$ cat config.mk
export PLATFORM = sky130hd
export DESIGN_NAME = bus_arbiter_rr
export DESIGN_NICKNAME = d
export VERILOG_FILES = /design/src/rtl/bus_arbiter_rr.sv
export SDC_FILE = /design/constraint.sdc
export NUM_CORES = 1
export LEC_CHECK = 0
export BUFFER_PORTS_ARGS = -buffer_cell sky130_fd_sc_hd__buf_2
export CORE_AREA = 2 2 39 41
export CTS_BUF_LIST = sky130_fd_sc_hd__clkbuf_8
export DETAILED_ROUTE_END_ITERATION = 16
export DIE_AREA = 0 0 41 43
export PLACE_DENSITY = 0.7
export SLEW_MARGIN = 5
export SYNTH_ARGS = -nofsm -noshare
export SYNTH_HDL_FRONTEND = slang
export SYNTH_SLANG_ARGS = --single-unit
export TNS_END_PERCENT = 1
$ cat constraint.sdc
create_clock -name clk -period 3.8 [get_ports clk]
set_clock_uncertainty 0.05 [all_clocks]
set_input_delay 0.76 -clock clk [delete_from_list [all_inputs] [get_ports clk]]
set_output_delay 0.76 -clock clk [all_outputs]
set_load 0.05 [all_outputs]
$ cat src/rtl/bus_arbiter_rr.sv
// Round-robin system-bus arbiter with lock, bounded tenure, BUSY hold and a dead turnaround cycle.
// Optional split-transaction masking is enabled by defining ARB_SPLIT_EN.
module bus_arbiter_rr #(
  parameter int unsigned NUM_MASTERS = 2,
  parameter int unsigned MAX_TENURE  = 16,
  parameter int unsigned OWNER_W     = $clog2(NUM_MASTERS)
) (
  input  logic                   clk,
  input  logic                   rstn,
  input  logic [NUM_MASTERS-1:0] BREQ,
  input  logic [NUM_MASTERS-1:0] BLOCK,
  input  logic                   BUSY,
  output logic [NUM_MASTERS-1:0] BGRANT,
  output logic [OWNER_W-1:0]     BOWNER,
  output logic                   BVALID
`ifdef ARB_SPLIT_EN
  ,
  input  logic                   SPLIT,
  input  logic [NUM_MASTERS-1:0] SPLIT_DONE,
  output logic [NUM_MASTERS-1:0] SPLIT_MASK
`endif
);

  localparam int unsigned CNT_W = (MAX_TENURE == 0) ? 1 : $clog2(MAX_TENURE + 1);
  localparam logic [CNT_W-1:0] TEN_MAX = CNT_W'(MAX_TENURE);
  localparam logic [CNT_W-1:0] TEN_THR = CNT_W'((MAX_TENURE == 0) ? 0 : MAX_TENURE - 1);

  typedef enum logic [1:0] {
    S_IDLE,
    S_GRANT,
    S_HANDOVER
  } state_e;

  state_e                 state_q, state_d;
  logic [NUM_MASTERS-1:0] grant_q, grant_d;
  logic [OWNER_W-1:0]     owner_q, owner_d;
  logic [OWNER_W-1:0]     ptr_q, ptr_d;
  logic [CNT_W-1:0]       count_q, count_d;
  logic                   valid_q, valid_d;

  logic [NUM_MASTERS-1:0] split_mask;
  logic [NUM_MASTERS-1:0] eligible;
  logic [NUM_MASTERS-1:0] own_mask;
  logic                   others_eligible;
  logic                   tenure_rel;
  logic                   split_hit;
  logic                   win_found;
  logic [OWNER_W-1:0]     win_idx;
  logic [OWNER_W-1:0]     cand;

  assign eligible        = BREQ & ~split_mask;
  assign own_mask        = NUM_MASTERS'(1) << owner_q;
  assign others_eligible = |(eligible & ~own_mask);
  assign tenure_rel      = (MAX_TENURE != 0) && (count_q >= TEN_THR) &&
                           !BLOCK[owner_q] && others_eligible;

`ifdef ARB_SPLIT_EN
  logic [NUM_MASTERS-1:0] split_q, split_d;

  assign split_hit  = (state_q == S_GRANT) && SPLIT;
  assign split_mask = split_q;
  assign SPLIT_MASK = split_q;

  // Set beats clear when both hit the same master on one edge
  always_comb begin
    split_d = (split_q & ~SPLIT_DONE) | (split_hit ? own_mask : '0);
  end

  always_ff @(posedge clk or negedge rstn) begin
    if (!rstn) split_q <= '0;
    else       split_q <= split_d;
  end
`else
  assign split_hit  = 1'b0;
  assign split_mask = '0;
`endif

  // First eligible master searching upward from ptr+1, wrapping
  always_comb begin
    win_found = 1'b0;
    win_idx   = '0;
    cand      = '0;
    for (int unsigned k = 1; k <= NUM_MASTERS; k++) begin
      cand = OWNER_W'((32'(ptr_q) + k) % NUM_MASTERS);
      if (!win_found && eligible[cand]) begin
        win_found = 1'b1;
        win_idx   = cand;
      end
    end
  end

  always_ff @(posedge clk or negedge rstn) begin
    if (!rstn) begin
      state_q <= S_IDLE;
      grant_q <= '0;
      owner_q <= '0;
      ptr_q   <= OWNER_W'(NUM_MASTERS - 1);
      count_q <= '0;
      valid_q <= 1'b0;
    end else begin
      state_q <= state_d;
      grant_q <= grant_d;
      owner_q <= owner_d;
      ptr_q   <= ptr_d;
      count_q <= count_d;
      valid_q <= valid_d;
    end
  end

  always_comb begin
    state_d = state_q;
    grant_d = grant_q;
    owner_d = owner_q;
    ptr_d   = ptr_q;
    count_d = count_q;
    case (state_q)
      S_IDLE, S_HANDOVER: begin
        grant_d = '0;
        if (win_found) begin
          state_d = S_GRANT;
          grant_d = NUM_MASTERS'(1) << win_idx;
          owner_d = win_idx;
          ptr_d   = win_idx;
          count_d = '0;
        end else begin
          state_d = S_IDLE;
        end
      end
      S_GRANT: begin
        if (count_q < TEN_MAX) count_d = count_q + CNT_W'(1);
        // Split forces release even with a transfer in flight
        if (split_hit || (!BUSY && (!BREQ[owner_q] || tenure_rel))) begin
          state_d = S_HANDOVER;
          grant_d = '0;
        end
      end
      default: begin
        state_d = S_IDLE;
        grant_d = '0;
      end
    endcase
    valid_d = |grant_d;
  end

  assign BGRANT = grant_q;
  assign BOWNER = owner_q;
  assign BVALID = valid_q;

endmodule

Word level (Yosys, flattened, before mapping)
Index checks and enable logic that the tools add are counted.
- shift-type cells: 2
- equality and inequality tests: 5
- reductions and logical operators: 16
- $lt $le $gt $ge: 5
- muxes and demuxes: 21
- $add $sub $neg: 3
- bitwise logic cells: 2
- operator list (operator ; count):
    $mux W1 ; 13
    $mux W5 ; 2
    $pmux W5 S2 ; 1
    $pmux W2 S2 ; 2
    $lt A1 B2 Y1 const B ; 3
    $mux W2 ; 3
    $ne A2 B2 Y1 const B ; 3
    $reduce_or A2 Y1 ; 3
    $add A5 B1 Y5 const B ; 1
    $ge A5 B4 Y1 const B ; 1
    $lt A5 B5 Y1 const B ; 1
    $logic_and A1 B1 Y1 ; 4
    $logic_not A1 Y1 ; 4
    $shl A1 B1 Y2 const A ; 2
    $reduce_and A3 Y1 ; 1
    $add A1 B1 Y1 const B ; 2
    $and A2 B2 Y2 ; 1
    $eq A2 B1 Y1 const B ; 1
    $eq A2 B2 Y1 const B ; 1
    $logic_not A2 Y1 ; 1
    $not A2 Y2 ; 1
    $reduce_and A2 Y1 ; 1
    $reduce_bool A2 Y1 ; 1
    $logic_or A1 B1 Y1 ; 1
- register bits: 12
- word-level logic and storage cells: 60
- input port bits: 7

Logic depth before layout (Yosys ltp)
- depth in word-level cells: 11
- mapped depth: 6

Worst setup path before layout
Ideal clock, no wire load.
- path type: reg-to-reg
- from: register count_q[0]
- to: register grant_q[0], in the netlist BGRANT[0]
- slack: 2.116 ns
- stages on the path, launching flop included: 7
- clock period less this slack: 1.684 ns
- library setup time: 0.066 ns
- arrival time: 1.568 ns
- data required time: 3.684 ns
- cells stage by stage: dfrtp_1 ha_1 and3_2 ha_1 a2111oi_2 or3_4 a31o_1
- word-level cells in the longest chain between the ends: 7
- RTL lines (what ; line ; text):
    start, declared ; 38 ; logic [CNT_W-1:0] count_q, count_d;
    start signal, assigned ; 105 ; count_q <= count_d;
    $ge A5 B4 Y1 ; 54 ; assign tenure_rel = (MAX_TENURE != 0) && (count_q >= TEN_THR) &&
    $logic_and A1 B1 Y1 ; 54 ;
    $logic_and A1 B1 Y1 ; 55 ; !BLOCK[owner_q] && others_eligible;
    $logic_or A1 B1 Y1 ; 132 ; if (split_hit || (!BUSY && (!BREQ[owner_q] || tenure_rel))) begin
    $logic_and A1 B1 Y1 ; 132 ;
    $mux W2 ; 132 ;
    $pmux W2 S2 ; 116 ; case (state_q)
    named net grant_d[0] ; 35 ; logic [NUM_MASTERS-1:0] grant_q, grant_d;
    end signal, assigned ; 102 ; grant_q <= grant_d;
    end, declared ; 35 ;
The timed path passes the listed nets, and every way through them passes these cells.
A chain may end at the register's enable or synchronous reset.

Final worst setup path
Ends and elaborated chain as after synthesis.

==> flow_metrics.tcl <==
set metrics [dict create \
    vias 460 \
    post_cts.resized_instances 0 \
    synth_nets 67 \
    die_area_um2 1763 \
    numClockSinks 12 \
    grt_remaining_overflow 0 \
    worstMarginPinSlew_ps 439.3 \
    ff2ff_setup_slack_ps 2050 \
    area_taken_by_flip_flops_and_latches_um2 301.5 \
    post-route-util_pct 51.18 \
    dpl-instance-area_um2 663.1 \
    setup-violations-final 0 \
    dp.final_hpwl_um 842.3 \
    area_growth_pct 19.41 \
    worst_setup_path_end_kind "register" \
    drv_cap 0 \
    most_frequent_standard_cell_in_the_layout_excluding_fill_and_tap_cells "sky130_fd_sc_hd__dfrtp_1" \
    floorplan.die.height_um 43 \
    run_status "complete, no violations" \
    synth-warning-count 0 \
    most-common-layout-cells "sky130_fd_sc_hd__dfrtp_1, sky130_fd_sc_hd__buf_2, sky130_fd_sc_hd__o21ai_0, sky130_fd_sc_hd__nand2_1" \
    ctsHtreeMaxLevel 1 \
    starting_density_pct 42.86 \
    globalRouteTotalUtil_pct 14.30 \
    post_synthesis_instance_area_um2 593.1 \
    grt_max_degree 13 \
    post_cts_buffers 0 \
    drive_above_1_share_pct 25.00 \
    critical_path_peak_fanout 4 \
    first_global_vias 440 \
    floorplan.die.width_um 41 \
    grt_antenna_before_repair 0 \
    final_antenna_net_count 0 \
    ys_seq_area_share_pct 50.84 \
    ys_ff_latch 12 \
    final_design_area_no_fill_um2 708.2 \
    wire_length_of_the_first_global_routing_pass_um 1704 \
    clock_tree.buffer_depth 2 \
    unrepaired_setup_endpoints_after_global_routing "no" \
    clock_insertion_delay_worst_skew_ps 230 \
    worst_setup_path_start_kind "register" \
    cts-root-buf "sky130_fd_sc_hd__clkbuf_8" \
    multi_input_area_um2 280.3 \
    remaining_drc_errors 0 \
    maxClockFrequency_ghz 0.5703 \
    synth.avg_cell_area_um2 10.23 \
    cts_hold_repair.buffers 0 \
    nFillCells 136 \
    finalCritPeriodShare_pct 46.15 \
    fin_crit_ps 1754 \
    power_leakage_nw 0.3380 \
    netlist_instances 58 \
    boundaryPins 11 \
    slew-limit-headroom_pct 70.45 \
    final_max_slew_viol_count 0 \
    clk_pin_slew_ps 50 \
    cts_inserted_buffers 3 \
    design.final.nets 82 \
    rows 14 \
    cellPowerDensity_nw_per_um2 859.4 \
    crit_arrival_ps 1870 \
    hold_violations 0 \
    antenna_cells 0 \
    timing.setup.tns_ps 0 \
    drt_first_pass_iters 4 \
    route.detailed.vias_per_inst 5.227 \
    critPathLaunch "count_q[0]" \
    reg2reg_from "count_q[0]" \
    power.ir.vdd_worst_uv 398.0 \
    port_buffers 10 \
    critical_path_class "register to register" \
    coreArea_um2 1384 \
    tritoncts_clock_tree "done" \
    worst-endpoint-required_ps 3920 \
    worst_hold_path_type "primary input to async pin" \
    crit-reg2reg-capture "BGRANT[0]" \
    detail_route.wirelength_um 1018 \
    first_iter_violations 7 \
    worstRegToRegCells 6 \
    synth.lib_cells_used.distinct 23 \
    routabilityCongestion 0.7759 \
    avgRoutedWirePerCell_um 11.57 \
]
==> routing by layer <==
| layer | routed length, um | up-vias | track usage (%) |
|---|---|---|---|
| met5 | 0 | - | 0 |
| met2 | 499 | 7 | 25.00 |
| li1 | - | 237 | - |
| met4 | 0 | 0 | 2.000 |
| met1 | 469 | 216 | 15.31 |
| met3 | 48 | 0 | 6.283 |
==> flip-flops by register name, indices dropped and copies added (netlist names) <==
signal and cells:
BVALID 1, ptr_q 1, BOWNER 1, BGRANT 2, count_q 5, state_q 2
==> worst max-delay path by stage <==
stage            endpoint  slack [ps]  depth (start not counted)
3_3_place_gp   count_q[0]        1930                          4
4_1_cts            BVALID        2030                          6
6_report        BGRANT[0]        2050                          6
2_1_floorplan   BGRANT[0]        2120                          6
5_1_grt         BGRANT[1]        1950                          6
3_5_place_dp   count_q[0]        1910                          4
==> worst max-delay path, stage by stage (launching register included) <==
cell and delay [ps]:
sky130_fd_sc_hd__dfrtp_1 400, sky130_fd_sc_hd__ha_1 230, sky130_fd_sc_hd__and3_2 180, sky130_fd_sc_hd__ha_1 180, sky130_fd_sc_hd__a2111oi_2 320, sky130_fd_sc_hd__or3_4 210
sky130_fd_sc_hd__a31o_1 140
==> power by group <==
| part | internal (mW) | leakage (nW) | switching [mW] |
|---|---|---|---|
| logic | 0.0929 | 0.163 | 0.168 |
| clock network | 0.0707 | 0.0269 | 0.0415 |
| registers | 0.188 | 0.148 | 0.0480 |
| total | 0.351 | 0.338 | 0.257 |
==> area by class of cell <==
| cell class | count | share of cell area, % |
|---|---|---|
| sequential | 12 | 42.58 |
| multi-input combinational | 43 | 39.58 |
| timing repair buffer | 10 | 7.067 |
| clock buffer | 3 | 5.830 |
| tap | 16 | 2.827 |
| inverter | 3 | 1.590 |
| clock inverter | 1 | 0.5300 |
==> cells by family (layout without fill, tap and decap cells) <==
family	Yosys count	after routing	share of synthesized area (%)
adders and majority gates	2	2	4.219
muxes	2	2	3.586
AOI/OAI and AO/OA	18	18	19.83
and+or+nand+nor	21	21	19.62
DFF	12	12	50.84
buffers and inverters	3	17	1.899
==> Yosys cell counts <==
library cell / number / area share (%)
sky130_fd_sc_hd__inv_1: 3 / 1.9
sky130_fd_sc_hd__nor3_1: 2 / 1.7
sky130_fd_sc_hd__dfstp_2: 1 / 4.4
sky130_fd_sc_hd__nand3_1: 1 / 0.84
sky130_fd_sc_hd__nand2_1: 5 / 3.2
sky130_fd_sc_hd__a2111oi_2: 1 / 2.5
sky130_fd_sc_hd__a22o_1: 1 / 1.5
sky130_fd_sc_hd__a21boi_0: 1 / 1.3
sky130_fd_sc_hd__nand2b_1: 4 / 4.2
sky130_fd_sc_hd__o21bai_1: 1 / 1.3
sky130_fd_sc_hd__or3_4: 1 / 1.9
sky130_fd_sc_hd__mux2i_1: 1 / 1.7
sky130_fd_sc_hd__nor2b_1: 3 / 3.2
sky130_fd_sc_hd__a21oi_1: 4 / 3.4
sky130_fd_sc_hd__ha_1: 2 / 4.2
sky130_fd_sc_hd__a31o_1: 2 / 3.0
sky130_fd_sc_hd__o22ai_1: 1 / 1.1
sky130_fd_sc_hd__nor2_1: 3 / 1.9
sky130_fd_sc_hd__and3_2: 1 / 1.3
sky130_fd_sc_hd__and4_1: 1 / 1.5
sky130_fd_sc_hd__mux2_2: 1 / 1.9
sky130_fd_sc_hd__o21ai_0: 7 / 5.9
sky130_fd_sc_hd__dfrtp_1: 11 / 46
==> through the flow <==
step                      power (mW)  worst slack (ps)  hold WS [ps]  instances
final                         0.6086              2046         341.4         88
after global routing          0.6593              1950         362.8         88
after CTS                     0.6179              2033         351.2         88
after detailed placement      0.5025              1910         461.8         84
after global placement        0.4977              1927         445.8         84
after floorplan               0.4350              2116         414.4         58
Note: power is estimated with default switching activity, not from simulation.
